==> src/rtl/dff_pipe.sv <==
// dff_pipe: WIDTH x DEPTH retiming register pipeline with per-stage valid bits and synchronous flush.
// Define DFF_PIPE_BACKPRESSURE_EN to add valid/ready backpressure with bubble collapsing.
module dff_pipe #(
  parameter int               WIDTH      = 8,
  parameter int               DEPTH      = 4,
  parameter logic [WIDTH-1:0] RST_VAL    = '0,
  parameter bit               RESET_DATA = 1'b1
) (
  input  logic                       clk,
  input  logic                       rst,
  input  logic                       flush,
  input  logic                       in_valid,
  input  logic [WIDTH-1:0]           in_data,
  output logic                       in_ready,
  output logic                       out_valid,
  output logic [WIDTH-1:0]           out_data,
  input  logic                       out_ready,
  output logic [$clog2(DEPTH+1)-1:0] occupancy
);

  localparam int OCC_W = $clog2(DEPTH+1);

  logic [DEPTH-1:0] valid;
  logic [WIDTH-1:0] data [DEPTH];
  logic [DEPTH:0]   adv;
  logic             accept;
  logic             deliver;

`ifdef DFF_PIPE_BACKPRESSURE_EN
  // A stage may take a new beat if it is empty or its own content moves on;
  // the chain runs combinationally from out_ready back to in_ready.
  always_comb begin
    logic chain;
    chain      = out_ready;
    adv        = '0;
    adv[DEPTH] = out_ready;
    for (int i = DEPTH - 1; i >= 0; i--) begin
      chain  = !valid[i] || chain;
      adv[i] = chain;
    end
  end
`else
  logic unused_out_ready;
  assign unused_out_ready = out_ready;
  assign adv = '1;
`endif

  assign in_ready  = !flush && adv[0];
  assign accept    = in_valid && in_ready;
  assign deliver   = valid[DEPTH-1] && adv[DEPTH];
  assign out_valid = valid[DEPTH-1];
  assign out_data  = data[DEPTH-1];

  always_ff @(posedge clk) begin
    if (rst || flush) begin
      valid     <= '0;
      occupancy <= '0;
    end else begin
      if (adv[0]) valid[0] <= in_valid;
      for (int i = 1; i < DEPTH; i++) begin
        if (adv[i]) valid[i] <= valid[i-1];
      end
      if (accept && !deliver) occupancy <= occupancy + OCC_W'(1);
      else if (!accept && deliver) occupancy <= occupancy - OCC_W'(1);
    end
  end

  // Data only moves with a valid beat; bubbles leave the old value in place.
  always_ff @(posedge clk) begin
    if (rst) begin
      if (RESET_DATA) begin
        for (int i = 0; i < DEPTH; i++) data[i] <= RST_VAL;
      end
    end else if (!flush) begin
      if (adv[0] && in_valid) data[0] <= in_data;
      for (int i = 1; i < DEPTH; i++) begin
        if (adv[i] && valid[i-1]) data[i] <= data[i-1];
      end
    end
  end

endmodule

==> config.mk <==
export PLATFORM = sky130hd
export DESIGN_NAME = dff_pipe
export DESIGN_NICKNAME = d
export VERILOG_FILES = /design/src/rtl/dff_pipe.sv
export SDC_FILE = /design/constraint.sdc
export NUM_CORES = 1
export LEC_CHECK = 0
export CAP_MARGIN = 25
export CORE_ASPECT_RATIO = 1.5
export CORE_MARGIN = 4
export CORE_UTILIZATION = 51
export DETAILED_ROUTE_END_ITERATION = 10
export PLACE_DENSITY_LB_ADDON = 0.2
export SETUP_SLACK_MARGIN = 0.4
export SLEW_MARGIN = 20
export SYNTH_ARGS = -nofsm -noshare
export SYNTH_HDL_FRONTEND = slang
export SYNTH_SLANG_ARGS = --single-unit
==> constraint.sdc <==
create_clock -name clk -period 2.1 [get_ports clk]
set_input_delay 0.42 -clock clk [delete_from_list [all_inputs] [get_ports clk]]
set_output_delay 0.42 -clock clk [all_outputs]
set_load 0.02 [all_outputs]
== Word-level counts from Yosys, hierarchy flattened ==
Memory sizes are Yosys's and may differ from the RTL's.
Index checks and enable logic that the tools add are counted.

* Add/subtract/negate cells: 2
* Muxes and demuxes: 24
* Bitwise gates (word level): 4
* Reduce and logical (&&, ||, !) cells: 8

{| class="wikitable"
|+ Operators with widths
! operator !! count
|-
| 8-bit 2-to-1 mux || 4
|-
| 1-bit 2-to-1 mux || 18
|-
| 3-bit 2-to-1 mux || 2
|-
| 1-bit OR || 4
|-
| 3-bit by 1-bit adder with 3-bit output, second input constant || 1
|-
| 1-bit logical AND || 3
|-
| 1-bit logical NOT || 3
|-
| 3-bit by 1-bit subtractor with 3-bit output, second input constant || 1
|-
| 2-bit nonzero test || 1
|-
| 1-bit logical OR || 1
|}

* Bits in registers: 7
* RAM bits: 32
* Memories: 1

{| class="wikitable"
|+ Memory list
! name !! words !! bits a word !! read ports !! clocked after Yosys merged registers in !! write ports !! RTL line !! source
|-
| data || 4 || 8 || 4 || 0 || 4 || 24 || <nowiki>logic [WIDTH-1:0] data [DEPTH];</nowiki>
|}

== Logic depth before layout (Yosys ltp) ==
Gate-level depths: netlist of the first run.

* Depth in word-level cells: 6
* Gate-level depth with buffers: 7
* Mapped depth without buffers: 7

== Worst setup path before layout of the first run ==
Ideal clock, no wire load.

* Path type: input port to flip-flop
* Start point: input port in_valid
* End point: register occupancy[2]
* Data arrival time: 1.730 ns
* Setup slack: 0.300 ns
* Stages: 7
* Cells stage by stage: nor2b_1 > ha_1 > inv_1 > fa_1 > xor2_1 > or3_1 > a21boi_1

* Word-level cells in the longest chain between the ends: 4
* Elaborated cells on any way between the ends: 6

{| class="wikitable"
|+ RTL lines
! element !! RTL line !! source
|-
| start: declaration || 12 || <nowiki>input logic in_valid,</nowiki>
|-
| 1-bit logical AND (*) || 49 || <nowiki>assign accept = in_valid && in_ready;</nowiki>
|-
| 1-bit logical NOT || 64 || <nowiki>else if (!accept && deliver) occupancy <= occupancy - OCC_W'(1);</nowiki>
|-
| 1-bit logical AND || 64 ||
|-
| 2-bit nonzero test (no line) || -- ||
|-
| end signal: assignment || 63 || <nowiki>if (accept && !deliver) occupancy <= occupancy + OCC_W'(1);</nowiki>
|-
| end signal: assignment || 64 ||
|-
| end: declaration || 18 || <nowiki>output logic [$clog2(DEPTH+1)-1:0] occupancy</nowiki>
|}

Mark *: on every way between the ends. The rest lies on a longest branch, timed or not.
A chain may end at the register's enable or synchronous reset.

== Worst setup path in the final report of the first run ==
Ends and elaborated chain as after synthesis.

==> results by group, run 1 <==
Outcome
  – Status: completed

Logic synthesis
  – Synthesized area per cell: 15.03 um2
  – Top_reg_cell synth: edfxtp_1
  – Leading cell type by number of instances after synthesis: edfxtp_1
  – Yosys cell types: 21
  – Synth top area cells: edfxtp_1, dfxtp_1, and3_1
  – Sequential area share after synthesis: 69.79%
  – Async SR Flop Fraction: 0%
  – Synth warn: 0
  – EDFF count, synth: 32
  – Mapped cell area: 0.001578 mm2
  – Top post-synthesis cells by count: edfxtp_1, and3_1, and2_1, and3_2, buf_4
  – Post-Synthesis Cells: 105
  – Share of the synthesized area in the top cell type: 60.90%
  – Mapped Nets: 120
  – Yosys top cell by area: edfxtp_1
  – Post-synthesis register bit count: 39

Final layout
  – Area grow syn2layout: 25.46%
  – Post-Route Utilization: 67.26%
  – Non-Filler Instances: 173
  – Nets: 148
  – Final instance area: 0.001979 mm2
  – Fraction of layout cells with a size suffix above 1: 27.61%
  – N_diodes: 0

Global routing
  – Largest net degree at the start of global routing: 19
  – Total track usage: 13.40%
  – First-pass GRT wire length: 3870 um
  – Vias in the first global route: 886
  – Overflow after GRT: 0
  – Initial antenna violation count: 0

Clocking
  – Clock net sink count: 39
  – Clk slew on worst S/H paths: 70 ps
  – CTS Hold Buffers Added: 0
  – Num CTS Buffers: 5
  – Root buf cell: clkbuf_8
  – CTS tree: yes
  – Worst-Skew Late Latency: 280 ps
  – CTS Buffer Depth: 2
  – H-tree levels: 2

Placed design
  – Post-placement cell area: 0.001849 mm2
  – Post-Place Setup Slack: -343.0 ps
  – Number of I/O port buffers: 24
  – GP Congestion: 0.7214
  – Placed Cells: 165
  – HPWL Detailed: 1762 um

STA
  – Slew @ Worst Pin: 407.3 ps
  – Setup violators final: 0
  – Final Hold Vio Count: 0
  – Setup WS post-layout: 437.2 ps
  – Max Clock Freq: 0.6014 GHz
  – Fin crit period: 1663 ps
  – Max Transition Viols Final: 0
  – RSZ-0062 raised after global routing: true
  – Clk_skew: 5.228 ps
  – Relative slew slack: 72.76%
  – Period utilization: 79.18%

Detailed routing
  – Max Used Layer: met4
  – Vias per inst: 5.069
  – Router iterations before antenna repair: 4
  – Met1 WL: 765 um
  – Drt wl/cell: 13.70 um
  – WL final: 2370 um
  – Met3 routed WL: 164 um
  – Vias post-DR: 877
  – Met2 wire len: 1363 um
  – Final ANT Viol Nets: 0
  – DRC: 0
  – Starting DRT DRC Count: 13

Critical path
  – Max incr delay on CP: 370 ps
  – Largest delay share family, worst path: simple AND/OR/NAND/NOR gates
  – Crit path from: in_valid
  – WP buf/inv: 2
  – Critical path arrival: 1880 ps
  – R2r setup slk: 450 ps
  – CP required: 2320 ps
  – Setup crit start kind: input pin
  – Critical path's slowest cell: or3_4
  – Crit path depth: 8
  – Critical Path, Cell by Cell: buf_4 > nor2b_4 > ha_4 > inv_2 > fa_2 > xor2_1 > or3_4 > a21boi_2
  – Worst Path Max Fanout: 6
  – CP endpoint kind: register
  – Crit path capture: occupancy[2]$_SDFFE_PP0P_
  – FF-to-FF Start: valid[3]$_SDFF_PP0_
  – R2R Path End: occupancy[2]$_SDFFE_PP0P_
  – R2R depth: 7
  – CP Class: in2reg

Die
  – Top Ports: 26
  – Core area: 0.002943 mm2
  – Initial core utilization: 53.61%
  – Cell Rows: 24
  – Chip Width: 53.42 um
  – Die area: 0.004066 mm2
  – Die extent in y: 76.12 um

Pwr
  – Flop pwr share: 54.2%
  – Sw frac: 19.08%
  – Clock Power Share: 39.1%
  – Leakage power: 0.8811 nW
  – Comb pwr share: 6.7%
  – Internal: 1.303 mW
  – Maximum vdd drop: 0.5563 mV
  – PD cells: 813.4 mW/mm2
  – Switching power: 307.2 uW

Worst hold path
  – HP Class: in2reg
  – Worst Hold Depth: 2

Run
  – Total of max-cap violations: 0
-- per-layer routing --
layer	vias to the layer above	GRT usage, %
li1	423	-
met1	418	10.88
met2	28	24.20
met3	8	5.871
met4	0	7.928
met5	-	0
-- power by group through the flow --
| stage | Combinational [mW] | Clock [mW] | Sequential (mW) |
|---|---|---|---|
| after global routing | 0.116 | 0.680 | 0.876 |
| after CTS | 0.108 | 0.644 | 0.874 |
| after detailed placement | 0.108 | 0 | 0.891 |
| after floorplan | 0.0548 | 0 | 0.890 |
| after global placement | 0.103 | 0 | 0.889 |
| final | 0.108 | 0.629 | 0.873 |
-- stage by stage --
step	hold WS [ps]	setup TNS, ps	power, mW
2_1_floorplan	496.7	0	0.9452
3_3_place_gp	476.2	-341.7	0.9918
3_5_place_dp	503.0	-486.7	0.9990
4_1_cts	372.9	0	1.625
5_1_grt	382.9	0	1.672
6_report	381.7	0	1.610
-- worst min path at each step --
stage                           endpoint  slack, ps                       from
2_1_floorplan  data[0][10]$_SDFFCE_PN0P_        500   data[0][2]$_SDFFCE_PN0P_
3_3_place_gp   occupancy[2]$_SDFFE_PP0P_        480  occupancy[2]$_SDFFE_PP0P_
3_5_place_dp   data[0][11]$_SDFFCE_PN0P_        500   data[0][3]$_SDFFCE_PN0P_
4_1_cts              valid[0]$_SDFF_PP0_        370                   in_valid
5_1_grt              valid[0]$_SDFF_PP0_        380                   in_valid
6_report             valid[0]$_SDFF_PP0_        380                   in_valid
-- cell usage in the layout (no fill, tap or decap), types with 2 or more instances in the layout --
| master | synthesis | layout |
|---|---|---|
| a21o_2 | 2 | 2 |
| and2_1 | 11 | 11 |
| and3_1 | 16 | 16 |
| and3_2 | 8 | 8 |
| buf_4 | 8 | 8 |
| clkbuf_8 | 0 | 6 |
| clkdlybuf4s50_1 | 0 | 17 |
| dfxtp_1 | 7 | 7 |
| dlygate4sd2_1 | 0 | 3 |
| dlymetal6s2s_1 | 0 | 2 |
| edfxtp_1 | 32 | 32 |
| inv_2 | 0 | 2 |
| nand2b_1 | 2 | 2 |
| nor2_4 | 2 | 2 |
| nor3_1 | 2 | 2 |
| xor2_1 | 2 | 2 |
-- what timing repair did --
item / CTS / global route
pin swaps: 3 / 0
gates resized for setup: 14 / 4
setup endpoints to repair: 5 / 3
buffers inserted: 0 / 0
-- cell families after synthesis --
group	Yosys count	share of synthesized area, %
compound gates	4	1.903
mux	1	0.6344
buf+inv	13	5.948
xor+xnor	2	1.110
fa+ha+maj	2	2.062
flops	39	69.79
simple gates	44	18.56
-- registers in the layout, indices dropped and copies added, names as in the netlist --
signal and flops:
data 32, occupancy 3, valid 4
-- final cells by class --
| class | instances | area, um2 |
|---|---|---|
| inverters | 3 | 11.26 |
| clock inverters | 2 | 35.03 |
| clock buffers | 6 | 82.58 |
| repair buffers | 31 | 286.5 |
| flip-flops and latches | 39 | 1101 |
| multi-input cells | 53 | 414.1 |
| fillers | 226 | 963.4 |
| well taps | 39 | 48.80 |
No activity file was read; power rests on OpenSTA's default activity.
==> run 2, diff against run 1 <==
==> constraint.sdc (replaced) <==
create_clock -name clk -period 1.54 [get_ports clk]
set_input_delay 0.308 -clock clk [delete_from_list [all_inputs] [get_ports clk]]
set_output_delay 0.308 -clock clk [all_outputs]
set_load 0.02 [all_outputs]
==> run 2 against run 1 <==
Effect of this change: the run now ends with negative setup slack left; utilization increased by 0.60 points; worst setup slack got worse by 490 ps; global-route usage fell by 0.097 points; die area unchanged; register-to-register slack worse by 510 ps; cell count grew 1.7%; cell area is 0.89% higher; clock-buffer cell count unchanged; sequential power increased by 36%; critical path type is now reg2reg.
==> results by group, run 2 (synthesized netlist as in run 1, its figures left out) <==
Die
  – Die extent in y: 76.12 um
  – Core area: 0.002943 mm2
  – Chip Width: 53.42 um
  – Cell Rows: 24
  – Die area: 0.004066 mm2
  – Initial core utilization: 53.61%
  – Top Ports: 26

Critical path
  – CP required: 1750 ps
  – Crit path from: valid[3]$_SDFF_PP0_
  – R2R depth: 7
  – CP Class: reg2reg
  – R2R Path End: occupancy[2]$_SDFFE_PP0P_
  – Critical path arrival: 1810 ps
  – Worst Path Max Fanout: 2
  – R2r setup slk: -60 ps
  – CP endpoint kind: register
  – Crit path capture: occupancy[2]$_SDFFE_PP0P_
  – Setup crit start kind: register
  – FF-to-FF Start: valid[3]$_SDFF_PP0_

STA
  – Relative slew slack: 81.81%
  – Clk_skew: 4.478 ps
  – RSZ-0062 raised after global routing: true
  – Fin crit period: 1595 ps
  – Max Transition Viols Final: 0
  – Setup violators final: 1
  – Setup WS post-layout: -55.35 ps
  – Max Clock Freq: 0.6268 GHz
  – Period utilization: 103.6%
  – Post-Route Setup TNS: -55.35 ps
  – Final Hold Vio Count: 0
  – Slew @ Worst Pin: 272.9 ps

Final layout
  – Top flop regs: data (32), valid (4), occupancy (3)
  – N_diodes: 0
  – Nets: 151
  – Area grow syn2layout: 26.57%
  – Largest register FFs: 32
  – Most common cell after layout, fill and taps aside: edfxtp_1
  – Most frequent cells in the layout: edfxtp_1, and3_1, and2_1, buf_6, buf_4
  – Fill count: 237
  – Reg with most FFs: data
  – Fraction of layout cells with a size suffix above 1: 38.69%

Detailed routing
  – Drt wl/cell: 13.43 um
  – Router iterations before antenna repair: 4
  – WL final: 2363 um
  – Vias per inst: 5.034
  – Final ANT Viol Nets: 0
  – Vias post-DR: 886
  – DRC: 0
  – Starting DRT DRC Count: 10

Global routing
  – Total track usage: 13.30%
  – First-pass GRT wire length: 3843 um
  – Vias in the first global route: 890
  – Overflow after GRT: 0
  – Largest net degree at the start of global routing: 19
  – Initial antenna violation count: 0

Pwr
  – Sw frac: 21.13%
  – Flop pwr share: 59.5%
  – Internal: 1.581 mW
  – Clock Power Share: 32.5%
  – Leakage power: 0.8709 nW
  – Switching power: 423.5 uW
  – PD cells: 1004 mW/mm2
  – Total power: 2.004 mW
  – Comb pwr share: 8.0%
  – Maximum vdd drop: 0.8169 mV

Run
  – Total of max-cap violations: 0

Outcome
  – Failing checks: negative setup slack
  – Status: finished with violations

Clocking
  – Root buf cell: clkbuf_8
  – Num CTS Buffers: 5
  – H-tree levels: 2
  – Clk slew on worst S/H paths: 70 ps
  – CTS Buffer Depth: 2
  – Clock net sink count: 39
  – Post-CTS setup buffer count: 0
  – CTS tree: yes
  – Worst-Skew Late Latency: 290 ps

Worst hold path
  – HP Class: in2reg

Placed design
  – Number of I/O port buffers: 24
  – HPWL Detailed: 1818 um
  – GP Congestion: 0.7383
## run 2: changes by cell type in the layout (fill, tap and decap cells not counted), sizes merged
| cell | before | now |
|---|---|---|
| buf | 9 | 24 |
| clkdlybuf4s50 | 17 | 8 |
| dlymetal6s2s | 2 | 0 |
| bufinv | 1 | 0 |
| clkinvlp | 0 | 1 |
| dlygate4sd2 | 3 | 2 |
## run 2: routing by layer
| metal | GRT usage [%] | routed length, um | part of all wire [%] | vias up |
|---|---|---|---|---|
| met5 | 0 | 0 | 0 | - |
| met4 | 6.138 | 42 | 1.8 | 0 |
| met3 | 5.284 | 137 | 5.8 | 4 |
| met2 | 24.57 | 1430 | 61 | 23 |
| met1 | 11.46 | 754 | 32 | 428 |
| li1 | - | - | - | 431 |
## run 2: per-stage QoR
stage | setup WS [ps] | std cells | utilization [%] | instance area, um2 | hold WS (ps)
final | -55.35 | 176 | 67.86 | 1997 | 300.4
after global routing | -103.7 | 176 | 67.86 | 1997 | 318.3
after CTS | -72.54 | 176 | 66.58 | 1959 | 295.4
after detailed placement | -761.3 | 168 | 64.50 | 1898 | 505.7
after global placement | -668.6 | 168 | 64.50 | 1898 | 476.1
after floorplan | -63.11 | 105 | - | 1592 | 384.8
## run 2: worst min path at each step
stage / to / cells after the start / slack, ps / start
5_1_grt: valid[0]$_SDFF_PP0_ / 2 / 320 / in_valid
6_report: valid[0]$_SDFF_PP0_ / 2 / 300 / in_valid
3_3_place_gp: occupancy[2]$_SDFFE_PP0P_ / 2 / 480 / occupancy[2]$_SDFFE_PP0P_
3_5_place_dp: data[0][9]$_SDFFCE_PN0P_ / 1 / 510 / data[0][1]$_SDFFCE_PN0P_
4_1_cts: valid[0]$_SDFF_PP0_ / 2 / 300 / in_valid
2_1_floorplan: occupancy[0]$_SDFFE_PP0P_ / 1 / 380 / rst
## run 2: power groups by stage
stage	logic [mW]	registers [mW]	clock network [mW]
after global routing	0.174	1.20	0.718
final	0.161	1.19	0.651
after detailed placement	0.162	1.22	0
after CTS	0.159	1.19	0.675
after floorplan	0.0748	1.21	0
after global placement	0.155	1.21	0
## run 2: repair_timing
item,in CTS,in global routing
gates cloned,0,0
hold buffers,0,0
resized for setup,72,15
endpoints found under the setup margin,83,15
pin swaps,2,1
## run 2: area by class of cell
type / instances / area (um2) / share of cell area (%)
tap: 39 / 48.80 / 2.444
multi-input combinational: 53 / 405.4 / 20.30
clock inverter: 2 / 12.51 / 0.6266
clock buffer: 6 / 72.57 / 3.634
timing repair buffer: 34 / 339.1 / 16.98
inverter: 3 / 11.26 / 0.5639
sequential: 39 / 1107 / 55.45
## run 2: worst max-delay path, stage by stage (launching register included)
cell and delay (ps):
dfxtp_2 330, inv_2 70, ha_4 130, inv_2 40
fa_2 340, xor2_1 150, or3_1 310, a21boi_1 140
==> run 3, diff against run 2 <==
--- a/config.mk
+++ b/config.mk
@@ -9,6 +9,7 @@
 export CORE_ASPECT_RATIO = 1.5
 export CORE_MARGIN = 4
 export CORE_UTILIZATION = 51
+export CTS_CLUSTER_DIAMETER = 30
 export DETAILED_ROUTE_END_ITERATION = 10
 export PLACE_DENSITY_LB_ADDON = 0.2
 export SETUP_SLACK_MARGIN = 0.4
==> constraint.sdc (replaced) <==
create_clock -name clk -period 1.54 [get_ports clk]
set_input_delay 0.462 -clock clk [delete_from_list [all_inputs] [get_ports clk]]
set_output_delay 0.462 -clock clk [all_outputs]
set_load 0.02 [all_outputs]
==> run 3 against run 2 <==
Effect of this change: the flow still finishes with violations (negative setup slack); via count up 11%; critical path depth up 2; sequential cell count unchanged; hold slack better by 110 ps; clock-buffer cell count down 1; global-route usage up 2.2 points; combinational power up 56%; cell count up 9.1%; utilization up 14 points; largest power group unchanged.
==> results by group, run 3 (synthesized netlist as in run 1, its figures left out) <==
Final layout
  – Fraction of layout cells with a size suffix above 1: 60.78%
  – Final instance area: 0.002401 mm2
  – Area grow syn2layout: 52.18%
  – N_diodes: 0
  – Nets: 167
  – Reg with most FFs: data
  – Non-Filler Instances: 192
  – Top flop regs: data (32), valid (4), occupancy (3)
  – Most frequent cells in the layout: edfxtp_1, buf_6, and3_4, buf_4
  – Most common cell after layout, fill and taps aside: edfxtp_1
  – Largest register FFs: 32

Placed design
  – Post-placement cell area: 0.001921 mm2
  – Placed Cells: 169
  – GP Congestion: 0.7563
  – Post-Place Setup Slack: -959.5 ps
  – Number of I/O port buffers: 24
  – HPWL Detailed: 1751 um

Die
  – Die area: 0.004066 mm2
  – Initial core utilization: 53.61%
  – Core area: 0.002943 mm2
  – Die extent in y: 76.12 um
  – Top Ports: 26
  – Cell Rows: 24
  – Chip Width: 53.42 um

Global routing
  – Vias in the first global route: 944
  – Overflow after GRT: 0
  – Total track usage: 15.49%
  – First-pass GRT wire length: 4422 um
  – Largest net degree at the start of global routing: 14
  – Initial antenna violation count: 0

STA
  – Fin crit period: 1755 ps
  – Period utilization: 113.9%
  – Setup violators final: 2
  – Final Hold Vio Count: 0
  – Relative slew slack: 72.44%
  – Max Transition Viols Final: 0
  – Slew @ Worst Pin: 412.8 ps
  – Max Clock Freq: 0.5699 GHz
  – Clk_skew: 6.761 ps
  – RSZ-0062 raised after global routing: true
  – Setup WS post-layout: -214.6 ps

Detailed routing
  – Final ANT Viol Nets: 0
  – Drt wl/cell: 18.02 um
  – WL final: 3460 um
  – DRC: 0
  – Starting DRT DRC Count: 27
  – Vias per inst: 5.135
  – Router iterations before antenna repair: 4
  – Vias post-DR: 986

Critical path
  – R2r setup slk: -160 ps
  – R2R Path End: occupancy[2]$_SDFFE_PP0P_
  – CP endpoint kind: register
  – R2R depth: 7
  – FF-to-FF Start: valid[3]$_SDFF_PP0_
  – CP required: 1770 ps
  – Crit path capture: occupancy[2]$_SDFFE_PP0P_
  – Setup crit start kind: input pin
  – Worst Path Max Fanout: 2
  – Crit path from: flush
  – CP Class: in2reg
  – Critical path arrival: 1990 ps

Pwr
  – Leakage power: 0.9871 nW
  – Maximum vdd drop: 0.7559 mV
  – PD cells: 955.3 mW/mm2
  – Total power: 2.294 mW

Outcome
  – Status: finished with violations
  – Failing checks: negative setup slack

Run
  – Total of max-cap violations: 0

Clocking
  – Worst-Skew Late Latency: 290 ps
  – Clock net sink count: 39
  – CTS tree: yes
  – Clk slew on worst S/H paths: 70 ps
  – H-tree levels: 2
  – CTS Buffer Depth: 2
  – Num CTS Buffers: 5
  – Root buf cell: clkbuf_8
  – CTS Hold Buffers Added: 0

Worst hold path
  – HP Class: in2reg
  – Worst Hold Depth: 2
==> run 3: worst max-delay path, cell delays in order <==
cell      delay, ps
buf_6            90
buf_6           110
nor2b_4         130
ha_4            150
inv_2            50
fa_2            370
xor2_2          160
or3_4           340
a21boi_2        120
==> run 3: final cells by class <==
class,instances,area [um2]
Clock buffer,5,68.82
Clock inverter,3,43.79
Fill cell,166,541.8
Inverter,3,15.01
Multi-Input combinational cell,54,563.0
Sequential cell,39,1105
Tap cell,39,48.80
Timing Repair Buffer,49,556.8
==> run 3: worst min-delay path by stage <==
stage	start	to	slack, ps
6_report	in_valid	valid[0]$_SDFF_PP0_	410
5_1_grt	in_valid	valid[0]$_SDFF_PP0_	410
4_1_cts	in_valid	valid[0]$_SDFF_PP0_	450
3_5_place_dp	data[0][6]$_SDFFCE_PN0P_	data[0][14]$_SDFFCE_PN0P_	500
3_3_place_gp	occupancy[2]$_SDFFE_PP0P_	occupancy[2]$_SDFFE_PP0P_	480
2_1_floorplan	data[0][2]$_SDFFCE_PN0P_	data[0][10]$_SDFFCE_PN0P_	500
==> run 3: power breakdown <==
group          total [mW]  internal (mW)  switching (mW)
combinational       0.251          0.145           0.106
clock               0.845          0.482           0.363
sequential           1.20           1.18          0.0182
==> run 3: per-layer routing <==
metal | global-route usage [%] | part of all wire (%)
met1 | 15.23 | 33
met2 | 26.78 | 61
met3 | 4.110 | 3.8
met4 | 9.974 | 2.7
met5 | 0 | 0
==> run 3: per-stage QoR <==
stage          setup TNS, ps  util [%]  hold slack, ps
2_1_floorplan         -194.9         -           496.7
3_3_place_gp          -17240     65.26           478.3
3_5_place_dp          -18380     65.26           504.0
4_1_cts               -279.1     74.79           448.0
5_1_grt               -294.5     81.59           407.6
6_report              -231.2     81.59           409.3
==> run 3: repair_timing <==
action                     in CTS  in global routing
resized for setup             111                 26
buffers inserted                5                  5
pin swaps                      17                 15
cloned                          2                  3
setup endpoints to repair      84                 73
